[src/rtl/systolic_pkg.sv]
`default_nettype none
// ============================================================================
// Module   : systolic_pkg
// Purpose  : Shared state encoding and default geometry for the systolic
//            array sequencer.
// Revision : 1.0 - initial release
// ============================================================================
package systolic_pkg;

    localparam int ROWS_DEF   = 4;
    localparam int COLS_DEF   = 4;
    localparam int DW_DEF     = 8;
    localparam int AW_DEF     = 8;
    localparam int PE_LAT_DEF = 1;

    // Accumulator width of the downstream result capture stage
    localparam int ACCW = 16;

    typedef enum logic [2:0] {
        S_IDLE    = 3'd0,
        S_WLOAD   = 3'd1,
        S_WSETTLE = 3'd2,
        S_STREAM  = 3'd3,
        S_DRAIN   = 3'd4,
        S_DONE    = 3'd5
    } state_t;

endpackage
`default_nettype wire

[src/rtl/systolic_ctrl_skew_line.sv]
`default_nettype none
// ============================================================================
// Module   : skew_line
// Purpose  : DEPTH-stage shift register carrying a data word and its valid
//            bit; DEPTH=0 is a straight wire. Output data is zero whenever
//            the output valid is low.
// Revision : 1.0 - initial release
// ============================================================================
module skew_line #(
    parameter int DEPTH = 1,
    parameter int W     = 8
) (
    input  logic         clk,
    input  logic         rst,
    input  logic         in_valid,
    input  logic [W-1:0] in_data,
    output logic         out_valid,
    output logic [W-1:0] out_data,
    output logic         pending
);

    generate
        if (DEPTH == 0) begin : g_wire
            wire unused_clk_rst = clk ^ rst;
            assign out_valid = in_valid;
            assign out_data  = in_valid ? in_data : '0;
            assign pending   = 1'b0;
        end else begin : g_shift
            logic [DEPTH-1:0]        v;
            logic [DEPTH-1:0][W-1:0] d;

            // Shift valid and data one stage per clock
            always_ff @(posedge clk or posedge rst) begin
                if (rst) begin
                    v <= '0;
                    d <= '0;
                end else begin
                    v[0] <= in_valid;
                    d[0] <= in_data;
                    for (int i = 1; i < DEPTH; i++) begin
                        v[i] <= v[i-1];
                        d[i] <= d[i-1];
                    end
                end
            end

            assign out_valid = v[DEPTH-1];
            assign out_data  = v[DEPTH-1] ? d[DEPTH-1] : '0;
            assign pending   = |v;
        end
    endgenerate

endmodule
`default_nettype wire

[src/rtl/systolic_ctrl.sv]
`default_nettype none
// ============================================================================
// Module   : systolic_ctrl
// Purpose  : Job sequencer for a weight-stationary ROWS x COLS systolic array:
//            loads weights bottom row first, then streams activation vectors
//            through per-row skew lines and flags valid bottom-row results.
// Revision : 1.0 - initial release
// ============================================================================
module systolic_ctrl
    import systolic_pkg::*;
#(
    parameter int ROWS   = ROWS_DEF,
    parameter int COLS   = COLS_DEF,
    parameter int DW     = DW_DEF,
    parameter int AW     = AW_DEF,
    parameter int PE_LAT = PE_LAT_DEF
) (
    input  logic               clk,
    input  logic               rst,
    input  logic               start,
    input  logic [AW-1:0]      num_vec,
    output logic               busy,
    output logic               done,
    output logic               w_rd_en,
    output logic [AW-1:0]      w_rd_addr,
    input  logic [COLS*DW-1:0] w_rd_data,
    output logic               pe_wwrite,
    output logic [COLS*DW-1:0] pe_win,
    output logic               a_rd_en,
    output logic [AW-1:0]      a_rd_addr,
    input  logic [ROWS*DW-1:0] a_rd_data,
    output logic [ROWS-1:0]    pe_active,
    output logic [ROWS*DW-1:0] pe_datain,
    output logic [COLS-1:0]    col_valid
);

    localparam int SETTLE = ROWS * PE_LAT;
    localparam int CHAIN  = (ROWS + COLS - 1) * PE_LAT;
    localparam int CW     = $clog2(ROWS + SETTLE + 1) + 1;

    state_t          state;
    state_t          state_nx;
    logic [CW-1:0]   phase_cnt;
    logic [AW-1:0]   vec_cnt;
    logic [AW-1:0]   n_reg;
    logic            wr_d;
    logic            a_valid_d;
    logic [CHAIN-1:0] chain;
    logic [ROWS-1:0] skew_pend;
    logic            drain_empty;

    // State register
    always_ff @(posedge clk or posedge rst) begin
        if (rst) state <= S_IDLE;
        else     state <= state_nx;
    end

    // Next-state decode and buffer-side strobes
    always_comb begin
        state_nx  = state;
        w_rd_en   = 1'b0;
        w_rd_addr = '0;
        a_rd_en   = 1'b0;
        a_rd_addr = '0;
        busy      = (state != S_IDLE);
        done      = 1'b0;
        case (state)
            S_IDLE: begin
                if (start) state_nx = S_WLOAD;
            end
            S_WLOAD: begin
                // ROWS reads, plus one cycle for the last returned row to be written
                if (phase_cnt < CW'(ROWS)) begin
                    w_rd_en   = 1'b1;
                    w_rd_addr = AW'(ROWS - 1) - AW'(phase_cnt);
                end else begin
                    state_nx = S_WSETTLE;
                end
            end
            S_WSETTLE: begin
                if (phase_cnt == CW'(SETTLE - 1))
                    state_nx = (n_reg == '0) ? S_DONE : S_STREAM;
            end
            S_STREAM: begin
                a_rd_en   = 1'b1;
                a_rd_addr = vec_cnt;
                if (vec_cnt == n_reg - 1'b1) state_nx = S_DRAIN;
            end
            S_DRAIN: begin
                if (drain_empty) state_nx = S_DONE;
            end
            S_DONE: begin
                done     = 1'b1;
                state_nx = S_IDLE;
            end
            default: state_nx = S_IDLE;
        endcase
    end

    // Job length latch, phase/vector counters and read-return flags
    always_ff @(posedge clk or posedge rst) begin
        if (rst) begin
            n_reg     <= '0;
            phase_cnt <= '0;
            vec_cnt   <= '0;
            wr_d      <= 1'b0;
            a_valid_d <= 1'b0;
        end else begin
            if (state == S_IDLE && start) n_reg <= num_vec;
            phase_cnt <= (state_nx != state) ? '0 : phase_cnt + 1'b1;
            vec_cnt   <= (state == S_STREAM) ? vec_cnt + 1'b1 : '0;
            wr_d      <= w_rd_en;
            a_valid_d <= a_rd_en;
        end
    end

    assign pe_wwrite = wr_d;
    assign pe_win    = wr_d ? w_rd_data : '0;

    // Row-0 activity delay chain feeding the column result strobes
    always_ff @(posedge clk or posedge rst) begin
        if (rst) begin
            chain <= '0;
        end else begin
            chain[0] <= a_valid_d;
            for (int i = 1; i < CHAIN; i++) chain[i] <= chain[i-1];
        end
    end

    generate
        for (genvar c = 0; c < COLS; c++) begin : g_col
            assign col_valid[c] = chain[(ROWS + c) * PE_LAT - 1];
        end
        for (genvar r = 0; r < ROWS; r++) begin : g_row
            skew_line #(
                .DEPTH (r * PE_LAT),
                .W     (DW)
            ) u_skew (
                .clk       (clk),
                .rst       (rst),
                .in_valid  (a_valid_d),
                .in_data   (a_rd_data[r*DW +: DW]),
                .out_valid (pe_active[r]),
                .out_data  (pe_datain[r*DW +: DW]),
                .pending   (skew_pend[r])
            );
        end
    endgenerate

    // Pipeline is empty after this edge when only the final column tap may still be set
    always_comb begin
        drain_empty = !a_valid_d && (skew_pend == '0);
        for (int i = 0; i < CHAIN - 1; i++) begin
            if (chain[i]) drain_empty = 1'b0;
        end
    end

endmodule
`default_nettype wire

[config.mk]
export PLATFORM = sky130hd
export DESIGN_NAME = systolic_ctrl
export DESIGN_NICKNAME = d
export VERILOG_FILES = /design/src/rtl/systolic_pkg.sv /design/src/rtl/systolic_ctrl_skew_line.sv /design/src/rtl/systolic_ctrl.sv
export SDC_FILE = /design/constraint.sdc
export NUM_CORES = 1
export LEC_CHECK = 0
export CAP_MARGIN = 30
export CELL_PAD_IN_SITES_DETAIL_PLACEMENT = 1
export CELL_PAD_IN_SITES_GLOBAL_PLACEMENT = 1
export CORE_ASPECT_RATIO = 1.1
export CORE_MARGIN = 2
export CORE_UTILIZATION = 30
export DETAILED_ROUTE_END_ITERATION = 6
export PLACE_DENSITY = 0.76
export SKIP_LAST_GASP = 1
export SLEW_MARGIN = 20
export SYNTH_ARGS = -nofsm -noshare
export SYNTH_HDL_FRONTEND = slang
export SYNTH_SLANG_ARGS = --single-unit
export TNS_END_PERCENT = 100
[constraint.sdc]
create_clock -name clk -period 3.7 [get_ports clk]
set_input_delay 0.74 -clock clk [delete_from_list [all_inputs] [get_ports clk]]
set_output_delay 0.74 -clock clk [all_outputs]
set_load 0.1 [all_outputs]
Word-level counts from Yosys, hierarchy flattened
Cells that the tools add are included.
Widths: inputs -> output; s select.
{"block": "totals", "reg_bits": 87, "input_bits": 75, "out_inout_bits": 93, "wordCells": 65}
{"block": "op_classes", "n_addsub": 4, "order_cmp": 1, "n_eq_ne": 8, "muxes": 27, "reduce_logical": 9}
{"op": "$mux 8", "count": 8}
{"op": "$mux 32", "count": 1}
{"op": "$mux 3", "count": 6}
{"op": "$pmux 3 s5", "count": 1}
{"op": "$mux 1", "count": 10}
{"op": "$add 8x1->8 const B", "count": 1}
{"op": "$eq 8x8->1", "count": 1}
{"op": "$logic_not 8->1", "count": 1}
{"op": "$sub 8x1->8 const B", "count": 1}
{"op": "$eq 3x2->1 const B", "count": 2}
{"op": "$eq 3x3->1 const B", "count": 2}
{"op": "$sub 2x5->6 const A", "count": 1}
{"op": "$add 5x1->5 const B", "count": 1}
{"op": "$eq 5x2->1 const B", "count": 1}
{"op": "$lt 5x3->1 const B", "count": 1}
{"op": "$mux 5", "count": 1}
{"op": "$logic_not 4->1", "count": 1}
{"op": "$eq 3x1->1 const B", "count": 1}
{"op": "$logic_not 3->1", "count": 1}
{"op": "$ne 3x3->1", "count": 1}
{"op": "$reduce_bool 3->1", "count": 1}
{"op": "$reduce_or 3->1", "count": 1}
{"op": "$logic_and 1x1->1", "count": 2}
{"op": "$reduce_or 2->1", "count": 1}
{"op": "$logic_not 1->1", "count": 1}

Depth between registers and ports, before layout
{"block": "logic_depth", "word_depth": 13, "ltp_mapped": 8, "mapped_depth_nobuf": 8}

Modules after synthesis
Synthesis repeated with hierarchy kept, for this count alone.
{"block": "unflattened", "hier_cells": 315, "hier_area_um2": 3686.0}
{"module": "systolic_ctrl", "n_inst": 1, "cells_per_inst": 220, "area_each_um2": 2064.5, "seq_area_each_um2": 825.8}
{"module": "skew_line at g_row[3].u_skew", "n_inst": 1, "cells_per_inst": 37, "area_each_um2": 745.7, "seq_area_each_um2": 675.6}
{"module": "skew_line at g_row[2].u_skew", "n_inst": 1, "cells_per_inst": 28, "area_each_um2": 520.5, "seq_area_each_um2": 450.4}
{"module": "skew_line at g_row[1].u_skew", "n_inst": 1, "cells_per_inst": 19, "area_each_um2": 286.5, "seq_area_each_um2": 225.2}
{"module": "skew_line at g_row[0].u_skew", "n_inst": 1, "cells_per_inst": 11, "area_each_um2": 68.8, "seq_area_each_um2": 0.0}

Worst setup path after synthesis
OpenSTA, ideal clock, no wires.
{"block": "synth_path", "path_kind": "register to output", "from": "register phase_cnt[2]", "to": "output port w_rd_addr[3]", "t_arrival_ns": 2.294, "required_time_ns": 2.960, "setup_slack_ns": 0.666, "path_stages_with_launch": 5, "path_buffers": 0, "path_cell_list": "dfrtp_1 > nor3_1 > nand3_1 > inv_1 > and2_1"}
{"block": "synth_between", "elab_chain_cells": 3, "elab_cells_between_ends": 4, "cone_classes": "add/sub: 1; order compare: 1; mux: 2"}
{"element": "start, declared", "line_no": "systolic_ctrl.sv:43", "text": "logic [CW-1:0] phase_cnt;"}
{"element": "start signal, assigned", "line_no": "systolic_ctrl.sv:110", "text": "phase_cnt <= (state_nx != state) ? '0 : phase_cnt + 1'b1;"}
{"element": "$sub 2x5->6 or $lt 5x3->1 (tied branches)", "line_no": "systolic_ctrl.sv:75, systolic_ctrl.sv:73"}
{"element": "$mux 8 (*)", "line_no": "systolic_ctrl.sv:73", "text": "if (phase_cnt < CW'(ROWS)) begin"}
{"element": "$mux 8 (*)", "line_no": "systolic_ctrl.sv:67", "text": "case (state)"}
{"element": "end, declared", "line_no": "systolic_ctrl.sv:25", "text": "output logic [AW-1:0] w_rd_addr,"}
Every way passes the cells marked *; elsewhere a longest branch is shown, timed or not.

Worst setup path after layout
{"block": "layout_path", "from": "register a_valid_d", "to": "output port pe_active[0]"}
{"element": "start, declared", "line_no": "systolic_ctrl.sv:47", "text": "logic a_valid_d;"}
{"element": "start signal, assigned", "line_no": "systolic_ctrl.sv:113", "text": "a_valid_d <= a_rd_en;"}
{"element": "end, declared", "line_no": "systolic_ctrl.sv:32", "text": "output logic [ROWS-1:0] pe_active,"}
No word-level cell between the ends.

==> flow_summary.toml <==
[status]
status = "finished clean"

[timing]
fin_crit_ps = 2800
hold_viol_final = 0
max_freq_mhz = 357
rsz0062_at_grt = "false"
whs_ps = 347
maxSlewViolCount = 0
finClkSkew_ps = 7.29
period_share_pct = 75.7
worst_slew_pin_slew_ps = 1010
setup_violations = 0
slew_headroom_pct = 32.3
tns_ps = 0

[global_routing]
antenna_found_initial = 0
grt_max_degree = 34
grt_use_met1_pct = 17.7
grt_pass1_vias = 2769
gr-total-overflow = 0
met3_usage_pct = 3.43
grtUsageTotal_pct = 15.6
globalRouteMet2Util_pct = 28.8
grt_pass1_wl_um = 14700
busiest_layer = "met2"

[synthesis]
yosys.area.top_type = "dfrtp_1"
yosysUniqueCellTypes = 42
syn_inst = 293
synthesis.area_um2 = 3420
synth_edf_count = 0
synth_top_area_share_pct = 59.3
ys_ff_latch = 81
synth.most_common_cell = "dfrtp_1"
yosys-top-cells-area = "dfrtp_1, and2_1, and3_1, ha_1, xor2_1"
netlist_top_cells_count = "dfrtp_1, and2_1, nor2_1"
yosysWarnings = 0
synthFlopType = "dfrtp_1"
avgSynthCellArea_um2 = 11.7
synthArstFlopShare_pct = 100
synth_seq_area_share_pct = 59.3

[clocking]
cts_resized = 0
clock-sinks = 81
postCtsSetupBuffers = 0
htree_levels = 3
root_buffer = "clkbuf_16"
clockBufferDepth = 2
clk_pin_slew_worst_paths_ps = 60
cts_buffers = 9
hold_buffers = 0
clock_latency_ps = 330
cts_tree = "yes"

[die]
ios = 168
initial_utilization_pct = 31.1
die_h_um = 116
rows = 40
die_x_um = 106
die_area_um2 = 12300
core_area_um2 = 11000

[cells_and_area]
fin_area_um2 = 5270
regArea_um2 = 2030
nets = 538
syn2layout_area_growth_pct = 54.2
largest_reg_flops = 48
antennaDiodeCount = 0
stdcell_count = 608
fill_cells = 1184
drive_above_1_share_pct = 24.3
multi_input_area_um2 = 1260

[flow_run]
max_cap_violations = 0

[place]
place.port_buffers = 163
dp.cells = 592
gp_congestion = 0.765
place_area_um2 = 4960
hpwl_um = 7250

[critical_path]
slowest_delay_ps = 1200
cp_data_arrival_time_ps = 2060
crit_buf_inv = 1
cp-start-kind = "register"
critPathKind = "reg2out"
crit_path_end_kind = "primary output"
r2r_start = "state[0]"
crit_chain = "clkdlybuf4s50_1"
crit_required_ps = 2960
reg2reg_depth = 5
r2r_setup_slack_ps = 1740
r2r_end = "phase_cnt[1]"
path_max_fanout = 11
critPathSlowestCell = "clkdlybuf4s50_1"
crit_family = "buffers and inverters"

[route]
vias_per_cell = 4.46
antenna_left = 0
routed_wl_um = 9380
wl_per_cell_um = 15.4
route.detailed.drc = 0
drt_first_pass_iters = 4
drt_iter0_drc = 86
num_vias = 2710

[pwr]
p_per_area_nw_per_um2 = 882
p_leak_nw = 2.52
design_power_total_mw = 4.65
vdd.ir_drop.worst_uv = 431

[min_path]
min_path_type = "reg2reg"
worstHoldEndpoint = "g_row[3].u_skew.g_shift.d[16]"
holdPathStages = 0
worstHoldStart = "g_row[3].u_skew.g_shift.d[8]"
worst max-delay path by stage:
stage                       from  cells after the start            to  slack [ps]
floorplan           phase_cnt[2]                      4  w_rd_addr[3]         670
CTS                    a_valid_d                      1  pe_active[0]         870
global route            state[0]                      4  w_rd_addr[4]         740
global placement       a_valid_d                      1  pe_active[0]        1270
finish                 a_valid_d                      1  pe_active[0]         900
detailed placement     a_valid_d                      1  pe_active[0]        1230
final cells by class:
| type | instances | share of cell area, % |
|---|---|---|
| timing repair buffer | 166 | 27.5 |
| sequential | 81 | 38.5 |
| multi-input combinational | 189 | 23.9 |
| clock buffer | 10 | 4.53 |
| tap | 147 | 3.49 |
| inverter | 9 | 0.665 |
| clock inverter | 6 | 1.38 |
power by group:
part,switching [mW],leakage [nW],internal [mW]
Sequential,0.239,0.973,1.05
Combinational,1.83,1.39,0.612
Clock,0.366,0.150,0.548
Total,2.44,2.52,2.21
placed cells by master (no fill, tap or decap), types with 2 or more instances in the layout:
master	netlist	layout
mux2_2	6	6
o21ai_0	5	5
dfrtp_1	81	81
and2_1	66	66
and3_1	14	14
nand2b_1	2	2
nor3_1	6	6
xor2_1	10	10
buf_4	9	84
clkbuf_16	0	9
ha_1	7	7
nand2_1	7	7
nor2_1	17	17
inv_6	0	2
conb_1	1	4
nor4_1	4	4
clkinv_4	0	2
inv_1	9	8
nand3_1	8	8
clkdlybuf4s50_1	0	82
xnor2_1	7	7
a21oi_1	5	5
through the flow:
stage               util [%]  setup slack [ps]
floorplan                  -               666
global placement        45.0              1270
detailed placement      45.0              1230
CTS                     47.9               874
global route            47.9               743
finish                  47.9               898
kinds of logic (layout without fill, tap and decap cells):
| group | count (synthesis) | count (layout) | synth area share (%) |
|---|---|---|---|
| muxes | 6 | 6 | 1.98 |
| buffers and inverters | 26 | 191 | 4.13 |
| DFF | 81 | 81 | 59.3 |
| adders and majority gates | 7 | 7 | 2.56 |
| xor gates and xnor gates | 17 | 17 | 4.35 |
| other | 1 | 4 | 0.110 |
| AOI/OAI and AO/OA | 20 | 20 | 3.95 |
| and+or+nand+nor | 135 | 135 | 23.6 |
metal layers:
metal,share of wire [%],vias up
met3,6.9,10
met5,0,-
li1,-,1273
met4,1.7,0
met2,52,116
met1,39,1311
No activity file was read; power rests on OpenSTA's default activity.
